**config.mk**
```make
export PLATFORM = sky130hd
export DESIGN_NAME = instr_dispatch_ctrl
export DESIGN_NICKNAME = d
export VERILOG_FILES = /design/src/rtl/instr_dispatch_ctrl.sv
export SDC_FILE = /design/constraint.sdc
export NUM_CORES = 1
export LEC_CHECK = 0
export BUFFER_PORTS_ARGS = -buffer_cell sky130_fd_sc_hd__buf_2
export CAP_MARGIN = 10
export CORE_UTILIZATION = 53
export DETAILED_ROUTE_END_ITERATION = 8
export GPL_ROUTABILITY_DRIVEN = 0
export PLACE_DENSITY = 0.83
export SYNTH_ARGS = -nofsm -noshare
export SYNTH_HDL_FRONTEND = slang
export SYNTH_SLANG_ARGS = --single-unit
```
**constraint.sdc**
```tcl
create_clock -name clk -period 3.7 [get_ports clk]
set_input_delay 0 -clock clk [delete_from_list [all_inputs] [get_ports clk]]
set_output_delay 0 -clock clk [all_outputs]
set_load 0.005 [all_outputs]
```
**src/rtl/instr_dispatch_ctrl.sv**
```systemverilog
// Instruction dispatch sequencer: pops 13-bit words from the instruction FIFO,
// decodes them and issues compute ops to the engine. Optional counters: DISPATCH_PERF_EN.
module instr_dispatch_ctrl #(
    parameter int MAX_OUTSTANDING = 4,
    parameter int OUT_W           = 3
) (
    input  logic             clk,
    input  logic             rst_n,
    input  logic             start,
    output logic             busy,
    output logic             halted,
    input  logic             fifo_empty,
    output logic             fifo_rd_en,
    input  logic [12:0]      fifo_dout,
    output logic             exec_valid,
    input  logic             exec_ready,
    output logic [2:0]       exec_op,
    output logic [9:0]       exec_arg,
    input  logic             exec_done,
    output logic [OUT_W-1:0] outstanding,
    output logic [15:0]      instr_count,
    output logic             err_illegal
`ifdef DISPATCH_PERF_EN
    ,
    output logic [15:0]      stall_cycles,
    output logic [15:0]      barrier_cycles
`endif
);

    localparam logic [OUT_W-1:0] MAX_Q = OUT_W'(MAX_OUTSTANDING);

    typedef enum logic [2:0] {
        S_IDLE,
        S_FETCH,
        S_DECODE,
        S_ISSUE,
        S_BARRIER,
        S_HALTED
    } state_t;

    state_t           state_q;
    logic [12:0]      instr_q;
    logic [OUT_W-1:0] out_q;
    logic [OUT_W-1:0] out_d;
    logic [15:0]      count_q;
    logic             err_q;
    logic             issue_fire;
    logic             done_eff;

    assign fifo_rd_en  = (state_q == S_FETCH) && !fifo_empty;
    assign exec_valid  = (state_q == S_ISSUE) && (out_q < MAX_Q);
    assign exec_op     = instr_q[12:10];
    assign exec_arg    = instr_q[9:0];
    assign busy        = (state_q != S_IDLE) && (state_q != S_HALTED);
    assign halted      = (state_q == S_HALTED);
    assign outstanding = out_q;
    assign instr_count = count_q;
    assign err_illegal = err_q;

    assign issue_fire = exec_valid && exec_ready;
    // A done pulse with nothing in flight is spurious and must not underflow.
    assign done_eff   = exec_done && (out_q != '0);

    always_comb begin
        out_d = out_q;
        if (issue_fire && !done_eff) begin
            out_d = out_q + 1'b1;
        end else if (!issue_fire && done_eff) begin
            out_d = out_q - 1'b1;
        end
    end

    always_ff @(posedge clk or negedge rst_n) begin
        if (!rst_n) begin
            state_q <= S_IDLE;
            instr_q <= '0;
            out_q   <= '0;
            count_q <= '0;
            err_q   <= 1'b0;
        end else begin
            out_q <= out_d;
            case (state_q)
                S_IDLE: begin
                    if (start) state_q <= S_FETCH;
                end
                S_FETCH: begin
                    if (!fifo_empty) state_q <= S_DECODE;
                end
                S_DECODE: begin
                    count_q <= count_q + 16'd1;
                    case (fifo_dout[12:10])
                        3'b000: begin
                            instr_q <= fifo_dout;
                            state_q <= S_FETCH;
                        end
                        3'b001, 3'b010, 3'b011, 3'b100: begin
                            instr_q <= fifo_dout;
                            state_q <= S_ISSUE;
                        end
                        3'b101: begin
                            instr_q <= fifo_dout;
                            state_q <= S_BARRIER;
                        end
                        3'b110: begin
                            instr_q <= fifo_dout;
                            state_q <= S_HALTED;
                        end
                        default: begin
                            err_q   <= 1'b1;
                            state_q <= S_FETCH;
                        end
                    endcase
                end
                S_ISSUE: begin
                    if (issue_fire) state_q <= S_FETCH;
                end
                S_BARRIER: begin
                    if (out_q == '0) state_q <= S_FETCH;
                end
                S_HALTED: begin
                    if (start) state_q <= S_FETCH;
                end
                default: state_q <= S_IDLE;
            endcase
        end
    end

`ifdef DISPATCH_PERF_EN
    logic [15:0] stall_q;
    logic [15:0] barrier_q;

    assign stall_cycles   = stall_q;
    assign barrier_cycles = barrier_q;

    // Both counters saturate rather than wrap so long stalls stay visible.
    always_ff @(posedge clk or negedge rst_n) begin
        if (!rst_n) begin
            stall_q   <= '0;
            barrier_q <= '0;
        end else begin
            if ((state_q == S_ISSUE) && !issue_fire && (stall_q != 16'hFFFF)) begin
                stall_q <= stall_q + 16'd1;
            end
            if ((state_q == S_BARRIER) && (out_q != '0) && (barrier_q != 16'hFFFF)) begin
                barrier_q <= barrier_q + 16'd1;
            end
        end
    end
`endif

endmodule

```
# After elaboration in Yosys (flattened, before gate mapping)
# Cells that the tools add are included.
dict set report op_classes {
  n_eq_ne 16
  magnitude_cmp 1
  n_mux 8
  reduce_logical 22
  n_bitwise 1
  n_addsub 3
}
# cell n
set ops {}
lappend ops {{$mux 3} 6}
lappend ops {{$add 16x1->16 const B} 1}
lappend ops {{$eq 3x3->1 const B} 5}
lappend ops {{$pmux 3 s5} 1}
lappend ops {{$eq 3x2->1 const B} 4}
lappend ops {{$logic_not 3->1} 3}
lappend ops {{$pmux 3 s3} 1}
lappend ops {{$logic_and 1x1->1} 7}
lappend ops {{$reduce_or 7->1} 1}
lappend ops {{$eq 3x1->1 const B} 2}
lappend ops {{$ne 2x2->1 const B} 3}
lappend ops {{$reduce_bool 3->1} 2}
lappend ops {{$reduce_and 2->1} 2}
lappend ops {{$reduce_and 4->1} 1}
lappend ops {{$reduce_or 4->1} 1}
lappend ops {{$add 3x1->3 const B} 1}
lappend ops {{$logic_not 1->1} 3}
lappend ops {{$lt 3x3->1 const B} 1}
lappend ops {{$ne 3x3->1 const B} 1}
lappend ops {{$sub 3x1->3 const B} 1}
lappend ops {{$ne 2x1->1 const B} 1}
lappend ops {{$reduce_bool 2->1} 1}
lappend ops {{$reduce_or 2->1} 1}
lappend ops {{$not 1->1} 1}
dict set report totals {
  regBits 36
  output_inout_bits 37
  inputBits 19
}

# Longest topological paths before layout
# Gate-level depths: netlist of the first run.
dict set report logic_depth {
  ltp_word 7
  ltp_mapped 10
  depth_no_buf 9
}

# Least setup slack after synthesis of the first run
# OpenSTA, ideal clock, no wires.
dict set report synth_path {
  kind {register to register}
  startpoint {reg state_q[0]}
  endpoint {reg out_q[2], in the netlist outstanding[2]}
  setup_ps 79
  path_stages_with_launch 11
  required_time_ps 3621
  arrival_ps 1950
  setup_slack_ps 1671
  n_path_buf 1
  path_cell_list {dfrtp_1 -> clkbuf_1 -> nor2b_1 -> nand2_1 -> nor2_1 -> ha_1 -> inv_1 -> fa_1 -> xor2_1 -> nor2_1 -> xor2_1}
}
dict set report synth_via {
  elab_chain_cells 6
}
# element line
set synth_rtl {}
lappend synth_rtl {{start, declared} 41} ;# state_t state_q;
lappend synth_rtl {{start signal, assigned} 75} ;# state_q <= S_IDLE;
lappend synth_rtl {{start signal, assigned} 84} ;# if (start) state_q <= S_FETCH;
lappend synth_rtl {{start signal, assigned} 87} ;# if (!fifo_empty) state_q <= S_DECODE;
lappend synth_rtl {{$eq 3x2->1 (*)} 51} ;# assign exec_valid = (state_q == S_ISSUE) && (out_q < MAX_Q);
lappend synth_rtl {{$logic_and 1x1->1 (*)} 51}
lappend synth_rtl {{$logic_and 1x1->1 (*)} 60} ;# assign issue_fire = exec_valid && exec_ready;
lappend synth_rtl {{$logic_not 1->1} 68} ;# end else if (!issue_fire && done_eff) begin
lappend synth_rtl {{$logic_and 1x1->1} 68}
lappend synth_rtl {{$reduce_bool 2->1 (no line)} n/a}
lappend synth_rtl {{end signal, assigned} 81} ;# out_q <= out_d;
lappend synth_rtl {{end, declared} 43} ;# logic [OUT_W-1:0] out_q;
# Every way passes the cells marked *; elsewhere a longest branch is shown, timed or not.
# A chain may end at the register's enable or synchronous reset.

# Worst setup path in the final report of the first run
# Same ends and word-level chain as after synthesis.

==> metrics.md, run 1 <==
| Metric | Value |
|---|---|
| Reg-to-reg slack, setup | `1550 ps` |
| Pwr per Cell Area | `665 nW/µm²` |
| Nets@finish | `234` |
| CTS tree | `yes` |
| Number of diodes | `0` |
| Period minus WS final | `2150 ps` |
| Total gr overflow | `0` |
| Core area | `3050 µm²` |
| Routed Antenna Nets | `0` |
| Setup CP Type | `flop to flop` |
| Syn_nets | `165` |
| Final slew viol count | `0` |
| Leak | `1.10 nW` |
| Hold Path Stages | `2` |
| F_max | `0.466 GHz` |
| # Max-Cap Violations | `0` |
| DRT iter0 DRCs | `43` |
| Internal power | `0.957 mW` |
| DR pass1 iterations | `3` |
| Crit Reg-Reg Endpoint | `outstanding[2]` |
| Synth Instances | `143` |
| Most frequent cells in the layout | `55 x buf_2, 36 x dfrtp_1, 12 x nor2_1, 12 x dlygate4sd3_1` |
| Per-cell routed wire length | `13.1 µm` |
| Worst setup startpoint | `state_q[0]` |
| Synthesized area per cell | `11.9 µm²` |
| Syn. warnings | `0` |
| Die Height | `58.7 µm` |
| Clock group share of total power | `18.5%` |
| R2r worst-path depth | `9` |
| Hold Fails Final Rpt | `0` |
| Die outline area | `3450 µm²` |
| Clock Latency Late Sink | `330 ps` |
| Power share of the sequential group | `45.0%` |
| Fraction of layout cells with a size suffix above 1 | `32.4%` |
| Netlist Area Pre-Place | `1710 µm²` |
| Final clock skew | `5.47 ps` |
| Gate power share | `36.5%` |
| Area growth syn-to-layout | `29.3%` |
| Worst EP arrival | `2410 ps` |
| Most common cell after layout, fill and taps aside | `buf_2` |
| Clock tree root driver cell | `clkbuf_4` |
| Worst r2r src | `state_q[0]` |
| CTS HTree Levels | `2` |
| Hold endpoint | `instr_q[12]` |
| Remaining DRCs | `0` |
| Clock sink count | `36` |
| Initial antenna violation count | `0` |
| CP Launch Type | `flop` |
| Routed vias/inst | `5.20` |
| Worst EP required | `3960 ps` |
| PortBufs | `55` |
| Max-Slew Margin vs Limit | `48.8%` |
| Filler cells | `229` |
| Final Cycle Share | `58.0%` |
| NetSw | `0.510 mW` |
| Rows | `20` |
| Die W | `58.7 µm` |
| Min-delay src | `fifo_dout[12]` |
| I/O pin total | `56` |
| Via count | `1337` |
| Final HPWL DP | `2.35 mm` |
| CTS Buf Count | `5` |
| Setup TNS | `0 ps` |
| Peak supply drop | `397 µV` |
| Largest net degree at the start of global routing | `37` |
| Number of synthesized register bits | `36` |
| Max Buffers Root-to-Sink | `2` |
| Sw frac | `34.8%` |
| Final setup viols | `0` |
| Total GRT Usage | `21.8%` |
| Initial Util | `55.9%` |
| Hold crit path type | `input pin to flop` |
| First-pass GRT wire length | `5.50 mm` |
| Status | `completed` |
| RSZ-0062 raised after global routing | `no` |
| Post-Route WL | `3.36 mm` |
| Total design power | `1.47 mW` |
| Yosys cell types | `37` |
| Worst-Margin Slew | `768 ps` |
| Clk slew on worst S/H paths | `110 ps` |
| Worst-path fanout max | `11` |
| Register area share after synthesis | `52.8%` |
| CP endpoint kind | `flop` |
| Vias in the first global route | `1267` |
synthesized netlist by cell type:
master    number  area, µm²
nand4_1        4       25.0
nand4_2        1       12.5
o311ai_1       1       8.76
a21oi_1        1       5.00
o21ai_0        1       5.00
fa_1           1       20.0
nor3b_2        1       12.5
dfrtp_1       36        901
clkbuf_1       2       7.51
mux2_1        11        124
a32o_1         1       10.0
or3b_1         1       8.76
nand3_1        4       20.0
nand2b_1       5       31.3
nor2b_1        1       6.26
buf_4          1       7.51
a31oi_1        2       12.5
xnor2_1       11       96.3
inv_1          3       11.3
a31oi_4        1       21.3
nor2_1        12       45.0
mux2_2         1       11.3
nand2_1       11       41.3
xor2_1         9       78.8
buf_2          1       5.00
and3_1         1       6.26
a41o_1         1       10.0
ha_1           2       25.0
o31ai_1        2       15.0
or2_1          1       6.26
buf_6          1       11.3
and4_1         3       26.3
o22a_1         3       26.3
nor4bb_1       1       10.0
nor3_1         3       15.0
or3b_2         1       8.76
nor3b_4        1       18.8
cell families after synthesis:
kind of cell,Yosys count,synth area share [%]
AOI/OAI and AO/OA,13,6.67
xor gates and xnor gates,20,10.3
adders and majority gates,3,2.64
buffers and inverters,8,2.49
DFF,36,52.8
muxes,12,7.92
and+or+nand+nor,51,17.2
worst max path at each step:
stage | endpoint | slack (ps)
4_1_cts | outstanding[2] | 1540
3_3_place_gp | instr_q[5] | 1710
2_1_floorplan | outstanding[2] | 1670
5_1_grt | outstanding[2] | 1430
6_report | outstanding[2] | 1550
3_5_place_dp | outstanding[2] | 1550
layer usage:
metal | part of all wire [%] | up-vias | GRT usage [%]
li1 | - | 641 | -
met1 | 43 | 653 | 26.2
met2 | 51 | 36 | 37.2
met3 | 4.6 | 7 | 5.49
met4 | 1.8 | 0 | 9.18
met5 | 0 | - | 0
worst max-delay path, stage by stage (launching register included):
cell	delay, ps
dfrtp_1	530
nor2b_1	260
nand2_1	100
nor2_1	150
ha_1	190
inv_1	60
fa_1	370
xor2_1	150
nor2_1	110
xor2_1	150
flip-flops by register name, summed over array words and instances (netlist names):
name / flops
err_illegal: 1
instr_count: 16
instr_q: 13
outstanding: 3
state_q: 3
final cells by class:
type	count	area, µm²	share of cell area, %
clock buffers	5	37.5	1.70
clock inverters	3	42.5	1.93
inverters	3	11.3	0.510
multi-input cells	99	763	34.6
flip-flops and latches	36	901	40.8
well taps	44	55.1	2.50
repair buffers	67	395	17.9
power groups by stage:
stage	sequential [mW]	clock (mW)	combinational (mW)
2_1_floorplan	0.635	0	0.348
6_report	0.660	0.271	0.535
5_1_grt	0.681	0.298	0.589
3_3_place_gp	0.650	0	0.504
4_1_cts	0.659	0.279	0.538
3_5_place_dp	0.664	0	0.526
what timing repair did:
action,4_1_cts,5_1_grt
endpoints found under the hold margin,47,0
buffers inserted,0,0
resized for setup,0,0
hold buffers,12,0
per-stage QoR:
stage	cell area, µm²	setup slack (ps)	utilization [%]	cells	hold slack [ps]
global route	2210	1430	72.3	257	0.431
global placement	2010	1710	65.7	237	102
finish	2210	1550	72.3	257	18.3
floorplan	1710	1670	-	143	-296
detailed placement	2010	1550	65.7	237	121
CTS	2210	1540	72.3	257	2.37
Power figures use the tool's default switching activity.
==> run 2, diff against run 1 <==
--- a/config.mk
+++ b/config.mk
@@ -7,10 +7,10 @@
 export LEC_CHECK = 0
 export BUFFER_PORTS_ARGS = -buffer_cell sky130_fd_sc_hd__buf_2
 export CAP_MARGIN = 10
-export CORE_UTILIZATION = 53
+export CORE_UTILIZATION = 50
 export DETAILED_ROUTE_END_ITERATION = 8
 export GPL_ROUTABILITY_DRIVEN = 0
-export PLACE_DENSITY = 0.83
+export PLACE_DENSITY = 0.79
 export SYNTH_ARGS = -nofsm -noshare
 export SYNTH_HDL_FRONTEND = slang
 export SYNTH_SLANG_ARGS = --single-unit
==> constraint.sdc (replaced) <==
create_clock -name clk -period 2.07 [get_ports clk]
set_input_delay 0 -clock clk [delete_from_list [all_inputs] [get_ports clk]]
set_output_delay 0 -clock clk [all_outputs]
set_load 0.005 [all_outputs]
==> metrics.md, run 2 (synthesis results as in run 1) <==
| Metric | Value |
|---|---|
| Final slew viol count | `0` |
| Gate power share | `42.3%` |
| Leak | `1.12 nW` |
| Hold Fails Final Rpt | `0` |
| Routed vias/inst | `5.16` |
| Max-Slew Margin vs Limit | `47.7%` |
| Die W | `60.4 µm` |
| Crit Reg-Reg Endpoint | `instr_count[9]` |
| Final Cycle Share | `94.4%` |
| F_max | `0.512 GHz` |
| Post-Route Utilization | `71.3%` |
| Most frequent cells in the layout | `55 x buf_2, 35 x dfrtp_1, 12 x nor2_1` |
| Crit path max-delay family | `simple AND/OR/NAND/NOR gates` |
| Via count | `1362` |
| Nets@finish | `241` |
| Capture point of the worst path | `instr_count[9]` |
| Post-Route WL | `3.65 mm` |
| Setup CP Type | `flop to flop` |
| DRT iter0 DRCs | `89` |
| Die Height | `60.4 µm` |
| Slowest cell on crit path | `or3b_1` |
| Clock group share of total power | `14.5%` |
| Internal power | `1.72 mW` |
| Power share of the sequential group | `43.2%` |
| Die outline area | `3650 µm²` |
| Period minus WS final | `1950 ps` |
| Total design power | `2.64 mW` |
| Worst setup startpoint | `state_q[0]` |
| Per-cell routed wire length | `13.8 µm` |
| # Max-Cap Violations | `0` |
| Most common cell after layout, fill and taps aside | `buf_2` |
| Max Buffers Root-to-Sink | `2` |
| Total GRT Usage | `22.1%` |
| R2r worst-path depth | `6` |
| Core area | `3150 µm²` |
| Routed Antenna Nets | `0` |
| DR pass1 iterations | `4` |
| Worst EP arrival | `2210 ps` |
| Clk slew on worst S/H paths | `100 ps` |
| Pwr per Cell Area | `1180 nW/µm²` |
| Number of diodes | `0` |
| I/O pin total | `56` |
| PortBufs | `55` |
| Peak supply drop | `784 µV` |
| Worst r2r src | `state_q[0]` |
| Total gr overflow | `0` |
| Fraction of layout cells with a size suffix above 1 | `36.4%` |
| Non-Filler Instances | `264` |
| Worst stage delay on the critical path | `460 ps` |
| Rows | `20` |
| CP bufs+invs | `2` |
| CTS Buf Count | `5` |
| First-pass GRT wire length | `5.84 mm` |
| Clock sink count | `36` |
| Status | `completed` |
| Largest net degree at the start of global routing | `37` |
| Remaining DRCs | `0` |
| CTS tree | `yes` |
| Area growth syn-to-layout | `31.7%` |
| CTS HTree Levels | `2` |
| RSZ-0062 raised after global routing | `no` |
| Final clock skew | `6.20 ps` |
| Hold crit path type | `input pin to flop` |
| Worst-Margin Slew | `784 ps` |
| Final HPWL DP | `2.65 mm` |
| Worst-path fanout max | `5` |
| CP Launch Type | `flop` |
| Initial Util | `54.1%` |
| Total placed cells including tap cells | `243` |
| Clock tree root driver cell | `clkbuf_4` |
| Clock Latency Late Sink | `330 ps` |
| Area after DPL | `2050 µm²` |
| CP endpoint kind | `flop` |
| Max FFs per register | `16` |
| Reg-to-reg slack, setup | `120 ps` |
| Initial antenna violation count | `0` |
| Final setup viols | `0` |
| Setup TNS | `0 ps` |
| Crit-path cells | `buf_4 > or3b_1 > buf_4 > nor3b_4 > and4_1 > xor2_1` |
| NetSw | `0.928 mW` |
| Finished layout cell area | `2250 µm²` |
| Most used cell, CP | `buf_4` |
| Vias in the first global route | `1297` |
| Worst EP required | `2330 ps` |
| Sw frac | `35.1%` |
| WP depth | `6` |
run 2: cell type report:
class / count / area (µm²)
fill: 233 / 905
multi-input combinational: 99 / 776
inverter: 3 / 11.3
timing repair buffer: 74 / 445
clock buffer: 8 / 58.8
sequential: 36 / 902
tap: 44 / 55.1
run 2: metrics by stage:
stage / worst slack (ps) / hold WS (ps)
2_1_floorplan: 41.0 / -296
3_3_place_gp: 226 / 109
3_5_place_dp: 112 / 125
4_1_cts: 55.7 / 7.15
5_1_grt: 17.4 / 8.42
6_report: 115 / 24.6
run 2: worst register-to-register path, cell delays in order, from the launching register on:
cell     delay [ps]
dfrtp_1         390
buf_4           140
or3b_1          460
buf_4           210
nor3b_4         290
and4_1          240
xor2_1          140
run 2: timing repair:
item	4_1_cts	5_1_grt
setup endpoints to repair	0	1
endpoints found under the hold margin	46	0
buffers inserted	0	2
gates resized for setup	0	5
hold buffers	11	0
run 2: per-layer routing:
layer / track usage [%] / routed length, µm / up-vias
li1: - / - / 652
met1: 25.3 / 1510 / 667
met2: 40.3 / 1970 / 39
met3: 5.12 / 138 / 4
met4: 7.79 / 34 / 0
met5: 0 / 0 / -
run 2: worst min path at each step:
stage / startpoint / end / slack, ps / depth (start not counted)
after floorplan: rst_n / err_illegal / -300 / 0
after global placement: rst_n / instr_q[6] / 110 / 1
after detailed placement: rst_n / instr_q[6] / 130 / 1
after CTS: fifo_dout[11] / instr_q[11] / 7 / 2
after global routing: fifo_dout[11] / instr_q[11] / 8 / 2
final: fifo_dout[11] / instr_q[11] / 20 / 2
run 2: power groups by stage:
stage	logic [mW]	clock network, mW	registers [mW]
after floorplan	0.622	0	1.13
after global placement	1.01	0	1.13
after detailed placement	1.05	0	1.15
after CTS	1.07	0.397	1.14
after global routing	1.23	0.428	1.17
final	1.12	0.384	1.14
